===== config.mk =====
export PLATFORM = sky130hd
export DESIGN_NAME = dram_req_scheduler
export DESIGN_NICKNAME = d
export VERILOG_FILES = /design/src/rtl/dram_req_scheduler.sv
export SDC_FILE = /design/constraint.sdc
export NUM_CORES = 1
export LEC_CHECK = 0
export BUFFER_PORTS_ARGS = -buffer_cell sky130_fd_sc_hd__buf_2
export CORE_AREA = 3 3 136 138
export CTS_CLUSTER_SIZE = 24
export DETAILED_ROUTE_END_ITERATION = 7
export DIE_AREA = 0 0 139 141
export PLACE_DENSITY_LB_ADDON = 0.25
export SLEW_MARGIN = 20
export SYNTH_ARGS = -nofsm -noshare
export SYNTH_HDL_FRONTEND = slang
export SYNTH_SLANG_ARGS = --single-unit

===== constraint.sdc =====
create_clock -name ACLK -period 2.9 [get_ports ACLK]
set_clock_uncertainty 0.2 [all_clocks]
set_input_delay 0.58 -clock ACLK [delete_from_list [all_inputs] [get_ports ACLK]]
set_output_delay 0.58 -clock ACLK [all_outputs]
set_load 0.02 [all_outputs]

===== src/rtl/dram_req_scheduler.sv =====
`timescale 1ns/1ps
// Two-port DRAM command scheduler: round-robin grant, single open-row tracking, PRE/ACT/CAS timing.
// Build option `DRAM_REQ_SCHEDULER_ROW_HIT_PRIO_EN lets the port hitting the open row win a tie.
module dram_req_scheduler #(
  parameter int T_RP  = 5,
  parameter int T_RCD = 5,
  parameter int T_WR  = 5
) (
  input  logic        ACLK,
  input  logic        ARESETn,
  input  logic [1:0]  req,
  input  logic [1:0]  we,
  input  logic [31:0] addr0,
  input  logic [31:0] addr1,
  input  logic [31:0] wdata0,
  input  logic [31:0] wdata1,
  input  logic [3:0]  wstrb0,
  input  logic [3:0]  wstrb1,
  output logic [1:0]  done,
  output logic [31:0] rdata,
  output logic        CSn,
  output logic        RASn,
  output logic        CASn,
  output logic [3:0]  WEn,
  output logic [10:0] A,
  output logic [31:0] D,
  input  logic [31:0] Q,
  input  logic        valid
);

  typedef enum logic [2:0] {IDLE, PRE, ACT, CAS, RWAIT, WWAIT, DONE} state_t;

  localparam logic [2:0] RP_LAST  = 3'(T_RP - 1);
  localparam logic [2:0] RCD_LAST = 3'(T_RCD - 1);
  localparam logic [2:0] WR_LAST  = 3'(T_WR - 1);

  state_t      state;
  logic [2:0]  cnt;
  logic        gsel;
  logic        rr_last;
  logic        row_open;
  logic [10:0] open_row;

  logic        grant;
  logic        cur;
  logic [31:0] c_addr;
  logic [31:0] c_wdata;
  logic        c_we;
  logic [10:0] c_row;
  logic [10:0] c_col;
  logic [3:0]  cas_wen;
  logic        unused_addr_bits;

  assign CSn = 1'b0;
  assign unused_addr_bits = ^{addr0[31:23], addr0[1:0], addr1[31:23], addr1[1:0]};

  always_comb begin
    // NOTE: every signal written here gets a default first, so no latch can be inferred.
    grant = ~rr_last;
    if (req == 2'b01)
      grant = 1'b0;
    else if (req == 2'b10)
      grant = 1'b1;
`ifdef DRAM_REQ_SCHEDULER_ROW_HIT_PRIO_EN
    else if (row_open && ((addr0[22:12] == open_row) != (addr1[22:12] == open_row)))
      grant = (addr1[22:12] == open_row);
`endif
    // In IDLE the port being decided is the combinational grant, afterwards the latched one.
    cur     = (state == IDLE) ? grant : gsel;
    c_addr  = cur ? addr1 : addr0;
    c_wdata = cur ? wdata1 : wdata0;
    c_we    = we[cur];
    c_row   = c_addr[22:12];
    c_col   = c_addr[12:2];
    cas_wen = c_we ? ~(cur ? wstrb1 : wstrb0) : 4'hf;
  end

  always_ff @(posedge ACLK) begin
    if (!ARESETn) begin
      state    <= IDLE;
      cnt      <= 3'd0;
      gsel     <= 1'b0;
      rr_last  <= 1'b1;
      row_open <= 1'b0;
      open_row <= 11'd0;
      done     <= 2'b00;
      rdata    <= 32'd0;
      RASn     <= 1'b1;
      CASn     <= 1'b1;
      WEn      <= 4'hf;
      A        <= 11'd0;
      D        <= 32'd0;
    end else begin
      // NOTE: non-blocking only, so every branch below reads pre-edge register values.
      RASn <= 1'b1;
      CASn <= 1'b1;
      WEn  <= 4'hf;
      done <= 2'b00;
      cnt  <= cnt + 3'd1;
      case (state)
        IDLE: begin
          if (|req) begin
            gsel    <= grant;
            rr_last <= grant;
            cnt     <= 3'd0;
            if (!row_open) begin
              state    <= ACT;
              RASn     <= 1'b0;
              A        <= c_row;
              open_row <= c_row;
              row_open <= 1'b1;
            end else if (c_row == open_row) begin
              state <= CAS;
              CASn  <= 1'b0;
              A     <= c_col;
              WEn   <= cas_wen;
              if (c_we) D <= c_wdata;
            end else begin
              state    <= PRE;
              RASn     <= 1'b0;
              WEn      <= 4'h0;
              A        <= open_row;
              row_open <= 1'b0;
            end
          end
        end
        PRE: begin
          if (cnt == RP_LAST) begin
            state    <= ACT;
            cnt      <= 3'd0;
            RASn     <= 1'b0;
            A        <= c_row;
            open_row <= c_row;
            row_open <= 1'b1;
          end
        end
        ACT: begin
          if (cnt == RCD_LAST) begin
            state <= CAS;
            cnt   <= 3'd0;
            CASn  <= 1'b0;
            A     <= c_col;
            WEn   <= cas_wen;
            if (c_we) D <= c_wdata;
          end
        end
        CAS: begin
          state <= c_we ? WWAIT : RWAIT;
          cnt   <= 3'd0;
        end
        RWAIT: begin
          if (valid) begin
            rdata <= Q;
            state <= DONE;
            done  <= gsel ? 2'b10 : 2'b01;
          end
        end
        WWAIT: begin
          if (cnt == WR_LAST) begin
            state <= DONE;
            done  <= gsel ? 2'b10 : 2'b01;
          end
        end
        DONE:    state <= IDLE;
        default: state <= IDLE;
      endcase
    end
  end

endmodule


==> results.txt <==
- The synthesized-area fraction occupied by ao, oa, aoi and oai cells came to 0.3168.
- Number of placement rows: 48
- Dividing total power by cell area gives a power density of just over 600 mW/mm².
* First-pass detailed-route iteration total: 5
* Maximum number of pins on one net before global-route repair: slightly below 70
- Synthesized-area fraction occupied by xor and xnor cells: 0.02014
- The final layout contains routed wiring with a total length of roughly 23 mm.
- Dominant register cell in the synthesized netlist: dfxtp_1
- Setup violations remaining at the end of the flow were counted as 0.
- Of the cells placed in the final design, the portion with a size suffix greater than 1 is 0.2775.
- Largest delay share family, worst path: compound AO/OA/AOI/OAI gates
- The synthesized design contains approximately 100 register bits.
- In this run the tool buffered the top-level ports with about 240 buffer cells.
- Yosys mapped the design onto 63 distinct sky130hd cell types.
- Counting flops with an async set or reset pin after synthesis yields a share of 0.
* Total I/O pin count: roughly 260
- For this run, design rule violations remaining after detail routing come to 0.
- The share of the Yosys chip area taken by registers is 0.2963.
* Total Power: 5.535 mW
* Number of max-cap violations: 0
- Final weighted congestion in routability-driven placement: 0.8890
* Pin slew with the least headroom to its limit: about 0.85 ns
* Number of standard cells after synthesis: roughly 940
- A synthesized cell averages 7.411 µm².
* Combinational cell fraction of total power: 0.451
- Of the available clock period, the critical path in the final layout requires 0.9353.
- The clock passes through at most 2 buffers.
- The synthesized design contains 0 enable-type register cells.
- Clock tree synthesis selected as its root buffer the cell clkbuf_16.
- In this run the top signal layer used is met4.
* Met1 routed wirelength after detailed routing: roughly 11 mm
* Buffer and inverter count on the worst path: 1
- Largest driver fanout on the critical path: 51
- The critical path is of the reg2reg type.
- The run finished with clean final reports.
- Placed Area: around 0.0086 mm²
- Dominant combinational cell family by area after synthesis: compound AO/OA/AOI/OAI gates
- Netlist area before placement: between 0.006 and 0.007 mm²
- The H-tree was split into 3 levels.
* Fin. max-slew vios: 0
* Die Span X: 139 µm
* Number of antenna cells inserted: 0
- By area the synthesized netlist is led by dfxtp_1 30%, nand2_1 12%, a21oi_1 5.0%.
- Total global routing track utilization: 0.2285
- The routed layout has between 7000 and 8000 vias.
- F_max: roughly 0.37 GHz
- The number of global-route vias before repair came to 7458.
- The count of nets left with antenna violations once routing finished came out at 0.
- Height of the chip: about 140 µm
- Synth Warn #: 0
- Violation count after the first detailed-routing iteration: 540
* Mux contribution to synthesized area: 0.01888
- Summed over all nets, wire length on met2 after detailed routing comes to roughly 11 mm.
- After detailed placement, the design holds a cell count of ~1400.
* Layout Nets: between 1000 and 1500
- Initial Utilization: 0.4023
- Summed over all nets, the switching power comes to ~2.3 mW.
- After routing the design area is around 0.0089 mm².
- For the worst-skew pair, the clock arrives at the later sink with an insertion delay of 0.35 ns.
- The number of clock buffers added by TritonCTS is 9.
- Crit. End Element: register
- Switching power as a share of total power: 0.4082
- Of the total synthesized cell area, the portion taken by full adders, half adders and majority gates is 0.003596.
* Worst-path cell chain: nand2b_1, o22ai_1, a2111o_1, o32ai_2, o2111a_2, buf_12, a21oi_1, o31a_1
- The path class of the tightest hold or removal check is reg2reg.
* Max transition margin: 0.4325
- Number of clock sinks: between 100 and 150
* Slowest cell on the critical path: dfxtp_1
* CORE AREA: ~0.017 mm²
* First-pass GRT wire length: about 38 mm
- Int Pwr: 3.275 mW
* Total Negative Setup Slacks: 0 ns
- Syn_nets: ~1100
* Dominant cell type by area after synthesis: dfxtp_1
* Final HPWL from detailed placement: roughly 17 mm
- Postcts setup bufs: 0
- Area overhead of the layout relative to synthesis: 27.60%
* Synth top area share: 0.2963
- Endpoint arrival time on the critical path: 2.75 ns
- Relative contribution of sequential cells to total power: 0.321
- STA puts the critical path data required time at 2.94 ns.
- Basic-gate share of the synthesized area counting and, or, nand and nor cells: 0.2801
- Subtracting the final worst setup slack from the clock period gives 2.712 ns.
* Number of standard cells in the layout, taps in and fillers out: between 1000 and 1500
- After detailed routing, the number of vias per cell comes to about 5.6.
* Total gr overflow: 0
- In this design, the stage delay of the slowest critical-path cell is between 0.4 and 0.5 ns.
- Part of the power in the clock network: 0.227
- Summed over all cells, the static leakage comes to 4.072 nW.
- Number of antenna violations at the first check in global routing: 0
* Die area: just under 0.02 mm²
* Crit start category: register
* DR WL/cell: 16.89 µm
- Hold is met by ~0.25 ns.
- TritonCTS built the clock tree.
- Detail Route met3 WL: between 1.5 and 2 mm
- After clock tree synthesis, the clock-pin slew on the worst setup and hold paths is ~0.07 ns.
- Number of hold violations in the final report: 0
* Unrepaired setup endpoints after global routing: no
* Max rail drop VDD: around 0.34 mV
-- cells in the mapped netlist (3+ instances only) --
cell and instances:
nand2_1 223, dfxtp_1 103, a21oi_1 69, clkbuf_1 56, nand3_1 49, o21ai_0 39
a21boi_0 35, o31a_1 35, and4_1 33, a22o_1 32, nor2_1 24, inv_1 16
buf_2 14, nand2b_1 14, o211a_1 14, mux2i_1 12, nor2b_1 12, o2111ai_1 11
xnor2_1 11, a211oi_1 10, o21a_1 9, a21o_1 8, and3_1 8, nand4_1 8
nor3_1 8, and2_1 7, nand4b_1 7, buf_6 6, a211o_1 5, o211ai_1 5
xor2_1 5, a311oi_1 4, o221ai_1 4, a2111o_1 3, a221oi_1 3, buf_4 3
o22ai_1 3
-- registers in the layout, summed over array words and instances (netlist names) --
| register | count |
|---|---|
| rr_last | 1 |
| rdata | 32 |
| done | 2 |
| A | 11 |
| row_open | 1 |
| state | 3 |
| gsel | 1 |
| cnt | 3 |
| WEn | 4 |
| D | 32 |
| open_row | 11 |
| CASn | 1 |
| RASn | 1 |
-- path summary, 6_finish.rpt --
kind | slack [ns] | depth (start not counted) | from | end
max reg2reg | 0.19 | 8 | gsel | D[24]
min reg2reg | 0.25 | 1 | cnt[0] | cnt[0]
min | 0.25 | 1 | cnt[0] | cnt[0]
max | 0.19 | 8 | gsel | D[24]
-- metrics by stage --
step | utilization | setup WS [ns]
after floorplan | - | 0.05733
after CTS | 0.5127 | 0.1298
after global placement | 0.4954 | -0.04311
final | 0.5134 | 0.1876
after global routing | 0.5134 | 0.03504
after detailed placement | 0.4954 | -0.08756
-- per-layer routing --
| metal | up-vias | global-route usage |
|---|---|---|
| met1 | 3608 | 0.3082 |
| met3 | 35 | 0.03528 |
| met4 | 0 | 0.08393 |
| met2 | 316 | 0.3715 |
| li1 | 3853 | - |
| met5 | - | 0 |
-- cell families after synthesis --
group           Yosys count
mux                      13
fa+ha+maj                 2
simple gates            402
xor+xnor                 16
buf+inv                  98
flops                   103
other cells               1
compound gates          304
-- what timing repair did --
action                     in CTS  in global routing
hold buffers                    0                  0
gates resized for setup         0                  2
setup endpoints to repair       0                  3
-- power by group through the flow --
stage	Sequential [mW]	Combinational, mW	Clock, mW
floorplan	1.90	1.50	0
global placement	1.80	2.45	0
detailed placement	1.80	2.46	0
CTS	1.77	2.47	1.29
global route	1.80	2.74	1.35
finish	1.78	2.50	1.26
-- area by class of cell --
cell class              instances  area (µm²)
clock buffers                  11       242.7
clock inverters                 4       56.30
fillers                      1732        8417
inverters                      16       60.06
multi-input cells             738        4494
flip-flops and latches        103        2062
well taps                     225       281.5
repair buffers                292        1683
-- placed cells by master (no fill, tap or decap), types with 3 or more instances in the layout --
| cell | n |
|---|---|
| o2111ai_1 | 11 |
| nand4_1 | 8 |
| a21boi_0 | 35 |
| o22ai_1 | 3 |
| xnor2_1 | 11 |
| nand4b_1 | 7 |
| nand2_1 | 223 |
| nor2b_1 | 12 |
| a211o_1 | 5 |
| nand2b_1 | 14 |
| o211ai_1 | 5 |
| o221ai_1 | 4 |
| nor3_1 | 8 |
| a221oi_1 | 3 |
| a21oi_1 | 68 |
| and4_1 | 33 |
| a311oi_1 | 4 |
| clkbuf_16 | 9 |
| buf_2 | 235 |
| o21ai_0 | 39 |
| a21o_1 | 8 |
| o211a_1 | 14 |
| nor2_1 | 23 |
| a2111o_1 | 3 |
| buf_4 | 50 |
| o21a_1 | 9 |
| xor2_1 | 5 |
| dfxtp_1 | 103 |
| nand3_1 | 49 |
| buf_12 | 6 |
| o31a_1 | 35 |
| and3_1 | 8 |
| a22o_1 | 32 |
| and2_1 | 7 |
| mux2i_1 | 12 |
| clkinv_4 | 3 |
| inv_1 | 16 |
| a211oi_1 | 10 |
Note: power is estimated with default switching activity, not from simulation.
